**config.mk**
```make
export PLATFORM = sky130hd
export DESIGN_NAME = interrupt_ack_control_flat
export DESIGN_NICKNAME = d
export VERILOG_FILES = /design/src/rtl/interrupt_ack_control_if.sv /design/src/rtl/interrupt_ack_control.sv /design/src/flat_wrapper.sv
export SDC_FILE = /design/constraint.sdc
export NUM_CORES = 1
export LEC_CHECK = 0
export CORE_AREA = 5 5 55 57
export CTS_BUF_LIST = sky130_fd_sc_hd__clkbuf_8 sky130_fd_sc_hd__clkbuf_16
export DETAILED_ROUTE_END_ITERATION = 16
export DIE_AREA = 0 0 60 62
export MAX_ROUTING_LAYER = met4
export PLACE_DENSITY_LB_ADDON = 0.3
export SLEW_MARGIN = 5
export SYNTH_ARGS = -nofsm -noshare
export SYNTH_HDL_FRONTEND = slang
export SYNTH_SLANG_ARGS = --single-unit
export TNS_END_PERCENT = 1
```
**constraint.sdc**
```tcl
create_clock -name clk -period 3.1 [get_ports clk]
set_clock_uncertainty 0.15 [all_clocks]
set_input_delay 0.465 -clock clk [delete_from_list [all_inputs] [get_ports clk]]
set_output_delay 0.465 -clock clk [all_outputs]
set_load 0.02 [all_outputs]
```
**src/rtl/interrupt_ack_control_if.sv**
```systemverilog
// Bus bundle between the CPU/INTA side, the priority resolver and the in-service register.
// fsm_state is a debug view of the acknowledge sequencer.
interface interrupt_ack_control_if;
    logic       inta_n;
    logic [7:0] interrupt_request;
    logic [4:0] vector_base;
    logic       auto_eoi;
    logic       eoi_cmd;
    logic [7:0] highest_level_in_service;
    logic       int_out;
    logic       in_service_flag;
    logic [7:0] interrupt;
    logic [7:0] eoi;
    logic [7:0] data_out;
    logic       data_out_en;
    logic [2:0] fsm_state;

    modport slave (
        input  inta_n, interrupt_request, vector_base, auto_eoi, eoi_cmd,
               highest_level_in_service,
        output int_out, in_service_flag, interrupt, eoi, data_out, data_out_en,
               fsm_state
    );

    modport master (
        output inta_n, interrupt_request, vector_base, auto_eoi, eoi_cmd,
               highest_level_in_service,
        input  int_out, in_service_flag, interrupt, eoi, data_out, data_out_en,
               fsm_state
    );
endinterface

```
**src/rtl/interrupt_ack_control.sv**
```systemverilog
// 8259-style INT/INTA acknowledge sequencer with vector generation and EOI masks.
// Optional automatic EOI on the second INTA is enabled by defining PIC_AUTO_EOI_EN.
module interrupt_ack_control (
    input  logic                     clk,
    input  logic                     rst_n,
    interrupt_ack_control_if.slave   bus
);
    typedef enum logic [2:0] {
        IDLE = 3'd0,
        REQ  = 3'd1,
        ACK1 = 3'd2,
        GAP  = 3'd3,
        ACK2 = 3'd4
    } state_t;

    state_t     state;
    state_t     state_next;
    logic       inta_q;
    logic       armed;
    logic       inta_fall;
    logic       inta_rise;
    logic       spurious;
    logic       isf_q;
    logic [7:0] interrupt_q;
    logic [7:0] eoi_q;
    logic [7:0] aeoi_mask;

    function automatic logic [2:0] encode(input logic [7:0] onehot);
        logic [2:0] r;
        r = 3'd0;
        for (int i = 0; i < 8; i++) begin
            if (onehot[i]) r = 3'(i);
        end
        return r;
    endfunction

    // INTA handshake: int_out rises when a request is seen, the first INTA low
    // latches the level, the second INTA low reads the vector, its rise ends it.
    // armed keeps the first sample after reset from counting as an edge.
    assign inta_fall = armed & inta_q & ~bus.inta_n;
    assign inta_rise = armed & ~inta_q & bus.inta_n;

    always_comb begin
        state_next = state;
        case (state)
            IDLE: if (|bus.interrupt_request) state_next = REQ;
            REQ:  if (inta_fall)              state_next = ACK1;
            ACK1: if (inta_rise)              state_next = GAP;
            GAP:  if (inta_fall)              state_next = ACK2;
            ACK2: if (inta_rise)              state_next = IDLE;
            default:                          state_next = IDLE;
        endcase
    end

`ifdef PIC_AUTO_EOI_EN
    always_comb begin
        aeoi_mask = 8'h00;
        if (state == ACK2 && inta_rise && bus.auto_eoi && !spurious)
            aeoi_mask = interrupt_q;
    end
`else
    logic unused_auto_eoi;
    assign unused_auto_eoi = bus.auto_eoi;
    assign aeoi_mask       = 8'h00;
`endif

    always_ff @(posedge clk) begin
        if (!rst_n) begin
            state       <= IDLE;
            inta_q      <= 1'b1;
            armed       <= 1'b0;
            spurious    <= 1'b0;
            isf_q       <= 1'b0;
            interrupt_q <= 8'h00;
            eoi_q       <= 8'h00;
        end else begin
            state  <= state_next;
            inta_q <= bus.inta_n;
            armed  <= 1'b1;
            isf_q  <= 1'b0;
            eoi_q  <= (bus.eoi_cmd ? bus.highest_level_in_service : 8'h00) | aeoi_mask;
            // A request withdrawn before the first INTA is answered as IR7.
            if (state == REQ && inta_fall) begin
                if (|bus.interrupt_request) begin
                    interrupt_q <= bus.interrupt_request;
                    isf_q       <= 1'b1;
                    spurious    <= 1'b0;
                end else begin
                    interrupt_q <= 8'h80;
                    spurious    <= 1'b1;
                end
            end
        end
    end

    assign bus.int_out         = (state == REQ);
    assign bus.in_service_flag = isf_q;
    assign bus.interrupt       = interrupt_q;
    assign bus.eoi             = eoi_q;
    assign bus.data_out_en     = (state == ACK2) && !bus.inta_n;
    assign bus.data_out        = bus.data_out_en ? {bus.vector_base, encode(interrupt_q)} : 8'h00;
    assign bus.fsm_state       = state;
endmodule

```
**src/flat_wrapper.sv**
```systemverilog
// flat-port wrapper written by rule: the top's interface ports become plain ports
module interrupt_ack_control_flat 
  (clk, rst_n, bus_inta_n, bus_interrupt_request, bus_vector_base, bus_auto_eoi, bus_eoi_cmd, bus_highest_level_in_service, bus_int_out, bus_in_service_flag, bus_interrupt, bus_eoi, bus_data_out, bus_data_out_en, bus_fsm_state);
  interrupt_ack_control_if bus_i ();
  input  logic clk;
  input  logic rst_n;
  input wire logic [$bits(bus_i.inta_n)-1:0] bus_inta_n;
  input wire logic [$bits(bus_i.interrupt_request)-1:0] bus_interrupt_request;
  input wire logic [$bits(bus_i.vector_base)-1:0] bus_vector_base;
  input wire logic [$bits(bus_i.auto_eoi)-1:0] bus_auto_eoi;
  input wire logic [$bits(bus_i.eoi_cmd)-1:0] bus_eoi_cmd;
  input wire logic [$bits(bus_i.highest_level_in_service)-1:0] bus_highest_level_in_service;
  output wire logic [$bits(bus_i.int_out)-1:0] bus_int_out;
  output wire logic [$bits(bus_i.in_service_flag)-1:0] bus_in_service_flag;
  output wire logic [$bits(bus_i.interrupt)-1:0] bus_interrupt;
  output wire logic [$bits(bus_i.eoi)-1:0] bus_eoi;
  output wire logic [$bits(bus_i.data_out)-1:0] bus_data_out;
  output wire logic [$bits(bus_i.data_out_en)-1:0] bus_data_out_en;
  output wire logic [$bits(bus_i.fsm_state)-1:0] bus_fsm_state;
  assign bus_i.inta_n = bus_inta_n;
  assign bus_i.interrupt_request = bus_interrupt_request;
  assign bus_i.vector_base = bus_vector_base;
  assign bus_i.auto_eoi = bus_auto_eoi;
  assign bus_i.eoi_cmd = bus_eoi_cmd;
  assign bus_i.highest_level_in_service = bus_highest_level_in_service;
  assign bus_int_out = bus_i.int_out;
  assign bus_in_service_flag = bus_i.in_service_flag;
  assign bus_interrupt = bus_i.interrupt;
  assign bus_eoi = bus_i.eoi;
  assign bus_data_out = bus_i.data_out;
  assign bus_data_out_en = bus_i.data_out_en;
  assign bus_fsm_state = bus_i.fsm_state;
  interrupt_ack_control u_core (.clk(clk), .rst_n(rst_n), .bus(bus_i));
endmodule
```
======== Word-level counts from Yosys, hierarchy flattened ========
Index checks and enable logic that the tools add are counted.
cells by class
  eq/ne operators ......................... 9
  mux-type cells .......................... 17
  bitwise logic cells ..................... 6
  reductions and logical operators ........ 8
operators by type and width
  kind                                                             number
  3-bit two-way mux                                                9
  8-bit two-way mux                                                2
  3-bit case mux with 5 select lines                               1
  2-bit by 1-bit != test with 1-bit output, second input constant  5
  8-bit OR reduction                                               1
  3-bit by 2-bit == test with 1-bit output, second input constant  2
  5-bit AND reduction                                              1
  1-bit AND                                                        4
  2-bit two-way mux                                                2
  2-bit AND reduction                                              2
  3-bit by 1-bit == test with 1-bit output, second input constant  1
  3-bit == test, second input constant                             1
  3-bit zero test                                                  1
  1-bit two-way mux                                                3
  1-bit logical AND                                                2
  1-bit inverter                                                   2
  1-bit zero test                                                  1
word-level totals
  bits in registers ....................... 22
  input bits .............................. 26
  output and inout port bits .............. 30

======== Logic depth before layout (Yosys ltp) ========
Gate-level depths: netlist (run 1).
  depth after elaboration ................. 8
  depth in mapped cells ................... 5
  depth with buffers taken out ............ 4

======== Worst setup path before layout (run 1) ========
Ideal clock, no wire load.
  path kind ............................... register to output
  start ................................... register u_core.state[0] (netlist: u_core.bus.fsm_state[0])
  end ..................................... output port bus_data_out[3]
  arrival time ............................ 1.183 ns
  required time ........................... 2.485 ns
  slack ................................... 1.302 ns
  stages on the path, launching flop included .. 5
  path buffers ............................ 0
  cell sequence ........................... dfxtp_1 > nor2_1 > nand3b_1 > inv_1 > and2_1
on the way
  longest elaborated chain between the ends .. 3
ends and longest elaborated chain
  element                    RTL line                      source
  start: declaration         interrupt_ack_control.sv:16   state_t state;
  start signal: assignment   interrupt_ack_control.sv:77   state <= state_next;
  3-bit == test              interrupt_ack_control.sv:100  assign bus.data_out_en = (state == ACK2) && !bus.inta_n;
  1-bit logical AND          interrupt_ack_control.sv:100
  named net bus_data_out_en  flat_wrapper.sv:18            output wire logic [$bits(bus_i.data_out_en)-1:0] bus_data_out_en;
  8-bit two-way mux          interrupt_ack_control.sv:101  assign bus.data_out = bus.data_out_en ? {bus.vector_base, encode(interrupt_q)} : 8'h00;
  end: declaration           flat_wrapper.sv:17            output wire logic [$bits(bus_i.data_out)-1:0] bus_data_out;
The timed path passes the listed nets, and every way through them passes these cells.

======== Worst setup path in the final report (run 1) ========
  start ................................... input port bus_inta_n
  end ..................................... output port bus_data_out[4]
on the way
  longest elaborated chain between the ends .. 3
ends and longest elaborated chain
  element             RTL line                      source
  start: declaration  flat_wrapper.sv:7             input wire logic [$bits(bus_i.inta_n)-1:0] bus_inta_n;
  1-bit zero test     interrupt_ack_control.sv:100
  1-bit logical AND   interrupt_ack_control.sv:100
  8-bit two-way mux   interrupt_ack_control.sv:101
Every way passes these cells.

==> results of run 1 <==
## power groups by stage
stage	registers, mW	logic [mW]	clock network (mW)
2_1_floorplan	0.320	0.0400	0
5_1_grt	0.305	0.122	0.190
6_report	0.303	0.113	0.174
3_5_place_dp	0.310	0.114	0
4_1_cts	0.303	0.114	0.176
3_3_place_gp	0.309	0.112	0
## sequential cells by signal (all words and copies together) (netlist names)
name                        count
u_core.bus.interrupt            8
u_core.inta_q                   1
u_core.armed                    1
u_core.bus.in_service_flag      1
u_core.bus.fsm_state            3
u_core.bus.eoi                  8
## synth_stat cells
cell       count  area (um2)
nor4_1         2        12.5
and3b_1        1        8.76
nor3_2         1        10.0
a21oi_1       13        65.1
buf_4          1        7.51
and3_1         8        50.1
nor2_1         4        15.0
a311oi_1       1        8.76
inv_1          4        15.0
nand2b_1       1        6.26
nand4b_1       2        17.5
a2111oi_2      1        15.0
or3b_1         1        8.76
nand3b_1       2        15.0
and2_1         5        31.3
a211o_2        1        10.0
a2111oi_4      1        27.5
nand3_1        7        35.0
nor2b_1        1        6.26
nor3_1         1        5.00
dfxtp_1       22         440
o21ai_0        8        40.0
clkinv_2       1        5.00
or2_2          1        6.26
nand2_1        2        7.51
o21ai_1        3        15.0
a31oi_1        1        6.26
clkbuf_1       3        11.3
xor2_1         1        8.76
## cells in the final DEF, fill, tap and decap left out, drive strengths merged, types with 2 or more instances in the layout
master / synthesis / layout
a2111oi: 2 / 2
a21oi: 13 / 13
and2: 5 / 5
and3: 8 / 8
buf: 1 / 2
clkbuf: 3 / 3
clkdlybuf4s50: 0 / 54
dfxtp: 22 / 22
inv: 4 / 4
nand2: 2 / 2
nand3: 7 / 7
nand3b: 2 / 2
nand4b: 2 / 2
nor2: 4 / 4
nor3: 2 / 2
nor4: 2 / 2
o21ai: 11 / 11
## worst paths after layout
kind / startpoint / endpoint / slack [ns] / cells past startpoint
worst max-delay path: bus_inta_n / bus_data_out[4] / 0.33 / 5
worst min-delay path: u_core.bus.interrupt[0] / u_core.bus.interrupt[0] / 0.34 / 2
worst max register to register: u_core.bus.fsm_state[0] / u_core.bus.interrupt[7] / 1.40 / 3
worst min register to register: u_core.bus.interrupt[0] / u_core.bus.interrupt[0] / 0.34 / 2
## per-stage QoR
step                hold WS, ns  instances  total power, mW  instance area, um2  util (%)
floorplan                 0.343        100            0.360                 911         -
global placement          0.320        182            0.421                1490      61.1
detailed placement        0.333        182            0.424                1490      61.1
CTS                       0.346        185            0.593                1530      62.8
global route              0.383        185            0.617                1530      62.8
finish                    0.341        185            0.591                1530      62.8
## final cells by class
| cell class | instances | area, um2 |
|---|---|---|
| inverter | 5 | 20.0 |
| sequential | 22 | 440 |
| tap | 30 | 37.5 |
| timing repair buffer | 56 | 556 |
| multi-input combinational | 69 | 432 |
| clock buffer | 3 | 41.3 |
| fill | 213 | 906 |
## per-layer routing
layer	routed length, um	vias up	track usage, %	part of all wire [%]
met2	1140	45	25.3	45
met5	0	-	-	0
met4	48	0	7.59	1.9
li1	-	470	-	-
met3	321	5	5.58	13
met1	1020	410	15.6	40
## critical path, cell delays in order
cell	delay, ns
clkdlybuf4s50_1	0.50
nand3b_1	0.28
inv_1	0.16
and2_1	0.15
clkdlybuf4s50_1	0.61
## cell families after synthesis
kind of cell,after synthesis
simple gates,39
flops,22
xor+xnor,1
compound gates,29
buf+inv,9
==> results by group, run 1 <==
Power
  – PD cells: 387 nW/um2
  – Sequential group share of total power: 51.3%
  – Leak: 0.568 nW
  – Maximum VDD drop: 327 uV
  – Comb pwr share: 19.1%
  – P_int: 0.441 mW
  – P_sw: 0.150 mW
  – Clock network power share: 29.5%
  – Sw Ratio: 25.3%

Synth
  – Largest family of logic cells by synthesized area: simple AND/OR/NAND/NOR gates
  – Adder-cell share of the synthesized area: 0%
  – Yosys reg bits: 22
  – Synth Area in XOR/XNOR: 0.962%
  – Post-synthesis simple-gate area fraction: 25.8%
  – Compound-Gate Fraction of Synth Area: 20.6%
  – Syn Inst Count: 100
  – Yosys cell types: 29
  – Seq/Total Area, Yosys: 48.4%
  – Net count after synthesis: 126
  – Mux contribution to synthesized area: 0%
  – Synth warnings: 0
  – Cell area after synthesis: 911 um2
  – Avg Inst Size Synth: 9.11 um2

Worst setup path
  – Startpoint Class: input port
  – Setup crit end kind: primary output
  – CP Max Fanout: 8
  – Critical Path RT: 2.48 ns
  – CP arrival: 2.16 ns
  – CP Class: in2out

STA
  – Setup slack after layout: 0.326 ns
  – TNS Setup: 0 ns
  – Max Fclk: 0.360 GHz
  – Slew margin rel.: 71.2%
  – Final worst-path cycle share: 89.5%
  – Slew @ Worst Pin: 0.430 ns
  – Period minus WS final: 2.77 ns
  – Endpoints failing hold: 0
  – Final Max Slew Viols: 0
  – RSZ-0062 raised after global routing: false
  – Setup-failing EPs final: 0

Drt
  – Residual DRC: 0
  – Pre-antenna DRT Iters: 4
  – Avg WL per Cell: 13.6 um
  – Post-DRT Antenna Nets: 0
  – Routed wire length: 2520 um
  – 1st-iter DRT viols: 42
  – Via count: 930
  – Via density: 5.03

Die
  – Area of the die: 3720 um2
  – Initial Util: 37.4%
  – Placement row count: 18
  – I/O pins: 56
  – Die Y-Extent: 62 um
  – Die width: 60 um
  – CORE AREA: 2430 um2

Run
  – Max Cap Viol: 0

GRT
  – Gr usage total: 15.1%
  – Global-route wire length before repair: 3970 um
  – Vias in the first global route: 921
  – Antenna violations before repair: 0
  – Overflow after GRT: 0
  – Largest net degree at the start of global routing: 13

Placement
  – GPL Wtd Cong: 0.777
  – Number of port buffers: 54
  – Place WS: 0.291 ns
  – Post-DP HPWL: 2030 um

Hold path
  – HP Class: reg2reg

Clocking
  – Clk buf depth: 2
  – Clock buffer count from CTS: 3
  – Setup bufs post-CTS: 0
  – Reg clk slew, reported paths: 0.07 ns
  – CTS tree: yes
  – CTS resizes: 0
  – CTS Hold Buffers Added: 0
  – Clk_lat worst skew: 0.26 ns
  – H-Tree Level Count: 1
  – Clock sink count: 22
  – Clock tree root buffer cell: clkbuf_8

Finish
  – Share of cells above drive strength 1: 7.10%
  – Fin nets: 183
  – Ant. Diodes: 0
  – Layout area overhead: 67.6%

Run status
  – Outcome: completed
No activity file was read; power rests on OpenSTA's default activity.
==> run 2: changes to the inputs <==
- CELL_PAD_IN_SITES_DETAIL_PLACEMENT: unset -> 1
- CELL_PAD_IN_SITES_GLOBAL_PLACEMENT: unset -> 1
- CORE_AREA: 5 5 55 57 -> 2 2 68 70
- DIE_AREA: 0 0 60 62 -> 0 0 70 72
- clock period: 3.1 -> 2.5 ns (I/O delays scaled with it)
==> results by group, run 2 (synthesized netlist as in run 1, its figures left out) <==
Run status
  – Outcome: completed

GRT
  – Global-route wire length before repair: 5150 um
  – Vias in the first global route: 1,078
  – Antenna violations before repair: 0
  – Overflow after GRT: 0
  – Largest net degree at the start of global routing: 13
  – Gr usage total: 13.0%

Die
  – Initial Util: 21.4%
  – Die Y-Extent: 72 um
  – CORE AREA: 4260 um2
  – I/O pins: 56
  – Die width: 70 um
  – Placement row count: 24
  – Area of the die: 5040 um2

Finish
  – Fin nets: 183
  – Layout area overhead: 73.6%
  – FF/Latch Area: 442 um2
  – Commonest non-fill, non-tap cell in the layout: clkdlybuf4s50_1
  – Area occupied by multi-input gates: 432 um2
  – Share of cells above drive strength 1: 8.97%
  – Layout fillers: 487
  – Ant. Diodes: 0
  – Most frequent cells in the layout: clkdlybuf4s50_1, dfxtp_1, a21oi_1

STA
  – Endpoints failing hold: 0
  – Slew @ Worst Pin: 0.932 ns
  – Final worst-path cycle share: 96.2%
  – Slew margin rel.: 37.3%
  – Period minus WS final: 2.40 ns
  – Setup slack after layout: 0.0951 ns
  – Max Fclk: 0.416 GHz
  – Setup-failing EPs final: 0
  – RSZ-0062 raised after global routing: true
  – Final Max Slew Viols: 0
  – Worst hold slack: 0.337 ns

Worst setup path
  – Setup crit end kind: primary output
  – CP delay by family, top: buffers and inverters
  – Crit-path cells: clkdlybuf4s50_1 -> nand3b_1 -> a21oi_1 -> clkdlybuf4s50_1
  – Worst path bufs/invs: 2
  – Critical Path RT: 1.98 ns
  – Max incr delay on CP: 0.63 ns
  – Startpoint Class: input port
  – CP dominant cell by count: clkdlybuf4s50_1
  – Worst path slowest cell: clkdlybuf4s50_1
  – CP Max Fanout: 4
  – CP arrival: 1.88 ns
  – CP Class: in2out

Clocking
  – Clk_lat worst skew: 0.26 ns
  – H-Tree Level Count: 1
  – Clock tree root buffer cell: clkbuf_8
  – CTS tree: yes
  – Reg clk slew, reported paths: 0.08 ns
  – Clock buffer count from CTS: 3
  – Clk buf depth: 2
  – Clock sink count: 22

Drt
  – Routed wire length: 3030 um
  – 1st-iter DRT viols: 24
  – Post-DRT Antenna Nets: 0
  – Via count: 965
  – Pre-antenna DRT Iters: 3
  – Via density: 4.64
  – Residual DRC: 0
  – Avg WL per Cell: 14.6 um

Run
  – Max Cap Viol: 0

Placement
  – Place WS: 0.0124 ns
  – Number of port buffers: 54
  – Post-DP HPWL: 2420 um
  – GPL Wtd Cong: 0.772

Power
  – Leak: 0.665 nW
  – Maximum VDD drop: 194 uV
  – PD cells: 490 nW/um2

Hold path
  – HP Class: reg2reg
[run 2: cell count changes in the layout (fill, tap and decap cells not counted), sizes merged]
cell	before	now
clkbuf	3	4
clkdlybuf4s50	54	49
dlymetal6s2s	0	5
[run 2: worst paths after layout]
| path | from | endpoint | slack (ns) | cells after the start |
|---|---|---|---|---|
| worst max-delay path | bus_inta_n | bus_data_out[1] | 0.1 | 4 |
| worst min-delay path | u_core.bus.interrupt[0] | u_core.bus.interrupt[0] | 0.34 | 2 |
| worst max register to register | u_core.bus.fsm_state[0] | u_core.bus.interrupt[7] | 0.85 | 4 |
| worst min register to register | u_core.bus.interrupt[0] | u_core.bus.interrupt[0] | 0.34 | 2 |
[run 2: layout make-up]
cell class / count / share of cell area [%]
inverters: 5 / 1.27
flip-flops and latches: 22 / 27.9
repair buffers: 56 / 35.9
well taps: 52 / 4.11
clock buffers: 4 / 3.48
multi-input cells: 69 / 27.3
[run 2: metrics by stage]
| step | cell area (um2) | power (mW) | utilization (%) | setup TNS (ns) | instances |
|---|---|---|---|---|---|
| 3_5_place_dp | 1510 | 0.533 | 35.5 | 0 | 204 |
| 5_1_grt | 1580 | 0.811 | 37.1 | -0.00621 | 208 |
| 2_1_floorplan | 911 | 0.447 | - | 0 | 100 |
| 3_3_place_gp | 1510 | 0.528 | 35.5 | 0 | 204 |
| 6_report | 1580 | 0.775 | 37.1 | 0 | 208 |
| 4_1_cts | 1570 | 0.792 | 36.8 | 0 | 208 |
[run 2: what timing repair did]
item / 4_1_cts / 5_1_grt
hold buffers: 0 / 0
resized for setup: 0 / 7
setup endpoints to repair: 0 / 6
setup buffers: 0 / 0
[run 2: report_power, final]
part	switching (mW)	internal, mW	leakage, nW	total, mW
combinational	0.0698	0.0776	0.457	0.147
clock	0.110	0.140	0.0288	0.250
sequential	0.0131	0.365	0.180	0.378
[run 2: worst register-to-register path, stage by stage, from the launching register on]
cell       delay, ns
dfxtp_2         0.40
or3b_1          0.40
buf_4           0.19
a2111oi_4       0.31
nor3_2          0.08
[run 2: routing by layer]
| layer | GRT usage, % | wire length, um |
|---|---|---|
| met2 | 23.1 | 1450 |
| met5 | - | 0 |
| met3 | 2.50 | 221 |
| met4 | 1.92 | 0 |
| met1 | 15.8 | 1360 |
==> run 3: changes to the inputs <==
- PLACE_DENSITY: unset -> 0.81
- PLACE_DENSITY_LB_ADDON: 0.3 -> unset
==> results by group, run 3 (synthesized netlist as in run 1, its figures left out) <==
Run status
  – Outcome: completed

Die
  – CORE AREA: 4260 um2
  – Placement row count: 24
  – Initial Util: 21.4%
  – Area of the die: 5040 um2
  – Die Y-Extent: 72 um
  – Die width: 70 um
  – I/O pins: 56

Drt
  – Met3 WL post-DR: 162 um
  – 1st-iter DRT viols: 19
  – WL met2: 1350 um
  – Residual DRC: 0
  – Met1 Routed Length: 1030 um
  – Top Layer Used: met4
  – Post-DRT Antenna Nets: 0
  – Via density: 4.50
  – Via count: 937
  – Routed wire length: 2610 um
  – Avg WL per Cell: 12.5 um
  – Pre-antenna DRT Iters: 3

Run
  – Max Cap Viol: 0

Clocking
  – Clock buffer count from CTS: 3
  – Clk buf depth: 2
  – CTS Hold Buffers Added: 0
  – H-Tree Level Count: 1
  – Reg clk slew, reported paths: 0.08 ns
  – Clock sink count: 22
  – Clk_lat worst skew: 0.26 ns
  – CTS tree: yes
  – Clock tree root buffer cell: clkbuf_8
  – Setup bufs post-CTS: 0

Finish
  – Fin nets: 183
  – Utilization after layout: 37.1%
  – Ant. Diodes: 0
  – Share of cells above drive strength 1: 8.33%
  – Most frequent cells in the layout: clkdlybuf4s50_1, dfxtp_1, a21oi_1
  – Commonest non-fill, non-tap cell in the layout: clkdlybuf4s50_1
  – Layout fillers: 497
  – Post-Layout Cell Count: 208
  – Layout area overhead: 73.6%

Placement
  – Dpl cells: 204
  – Number of port buffers: 54
  – GPL Wtd Cong: 0.735
  – Post-DP HPWL: 2100 um

STA
  – Final Max Slew Viols: 0
  – Setup-failing EPs final: 0
  – Slew margin rel.: 44.1%
  – RSZ-0062 raised after global routing: false
  – Slew @ Worst Pin: 0.830 ns
  – Worst hold slack: 0.343 ns
  – Endpoints failing hold: 0
  – Final worst-path cycle share: 94.1%
  – Period minus WS final: 2.35 ns
  – Max Fclk: 0.425 GHz

Power
  – Leak: 0.624 nW
  – PD cells: 537 nW/um2
  – Maximum VDD drop: 200 uV

GRT
  – Antenna violations before repair: 0
  – Gr usage total: 11.1%
  – Overflow after GRT: 0
  – Largest net degree at the start of global routing: 14
  – Global-route wire length before repair: 4340 um
  – Vias in the first global route: 935

Worst setup path
  – CP Max Fanout: 4
  – Crit-path cells: clkdlybuf4s50_1 -> nand3b_1 -> a21oi_1 -> clkdlybuf4s50_1
  – CP dominant cell by count: clkdlybuf4s50_1
  – Startpoint Class: input port
  – Critical Path RT: 1.98 ns
  – CP Class: in2out
  – Worst path slowest cell: clkdlybuf4s50_1
  – Max incr delay on CP: 0.62 ns
  – Setup crit end kind: primary output
  – CP arrival: 1.83 ns

Hold path
  – HP Class: reg2reg
## run 3: cell count changes in the layout (fill, tap and decap cells not counted), sizes merged
cell and delta:
clkbuf -1, dlymetal6s2s -4, dlygate4sd2 +5, bufinv +1, clkdlybuf4s50 -1
## run 3: through the flow
stage	power (mW)	instance area (um2)	TNS, ns	worst slack (ns)
6_report	0.849	1580	0	0.146
5_1_grt	0.884	1580	0	0.00818
4_1_cts	0.863	1580	0	0.0689
3_5_place_dp	0.530	1510	-0.0117	-0.00446
3_3_place_gp	0.528	1510	-0.0000353	-0.0000353
2_1_floorplan	0.447	911	0	0.792
## run 3: final timing paths
check / endpoint / cells after the start / from / slack, ns
max: bus_data_out[1] / 4 / bus_inta_n / 0.15
min: u_core.bus.interrupt[0] / 2 / u_core.bus.interrupt[0] / 0.34
max reg2reg: u_core.bus.interrupt[7] / 4 / u_core.bus.fsm_state[0] / 0.87
min reg2reg: u_core.bus.interrupt[0] / 2 / u_core.bus.interrupt[0] / 0.34
## run 3: report_power, final
| group | total, mW | switching (mW) | internal [mW] |
|---|---|---|---|
| registers | 0.377 | 0.0123 | 0.365 |
| clock network | 0.328 | 0.114 | 0.214 |
| logic | 0.144 | 0.0666 | 0.0775 |
| total | 0.849 | 0.193 | 0.656 |
## run 3: what timing repair did
item	CTS	global route
endpoints found under the setup margin	5	2
gates resized for setup	5	2
gates cloned	0	0
## run 3: critical path: cells and delay by family
kind / cells / cell delay [ns]
and+or+nand+nor: 1 / 0.25
AOI/OAI and AO/OA: 1 / 0.16
buffers and inverters: 2 / 1.04
## run 3: cell type report
type                    instances  area (um2)  area share, %
inverters                       5        20.0           1.27
repair buffers                 56         552           34.9
multi-input cells              69         432           27.3
clock buffers                   3        41.3           2.61
well taps                      52        65.1           4.11
clock inverters                 1        30.0           1.90
flip-flops and latches         22         442           27.9
## run 3: metal layers
| metal | track usage (%) | up-vias |
|---|---|---|
| li1 | - | 468 |
| met4 | 5.77 | 0 |
| met3 | 1.67 | 5 |
| met1 | 12.2 | 426 |
| met5 | - | - |
| met2 | 19.6 | 38 |
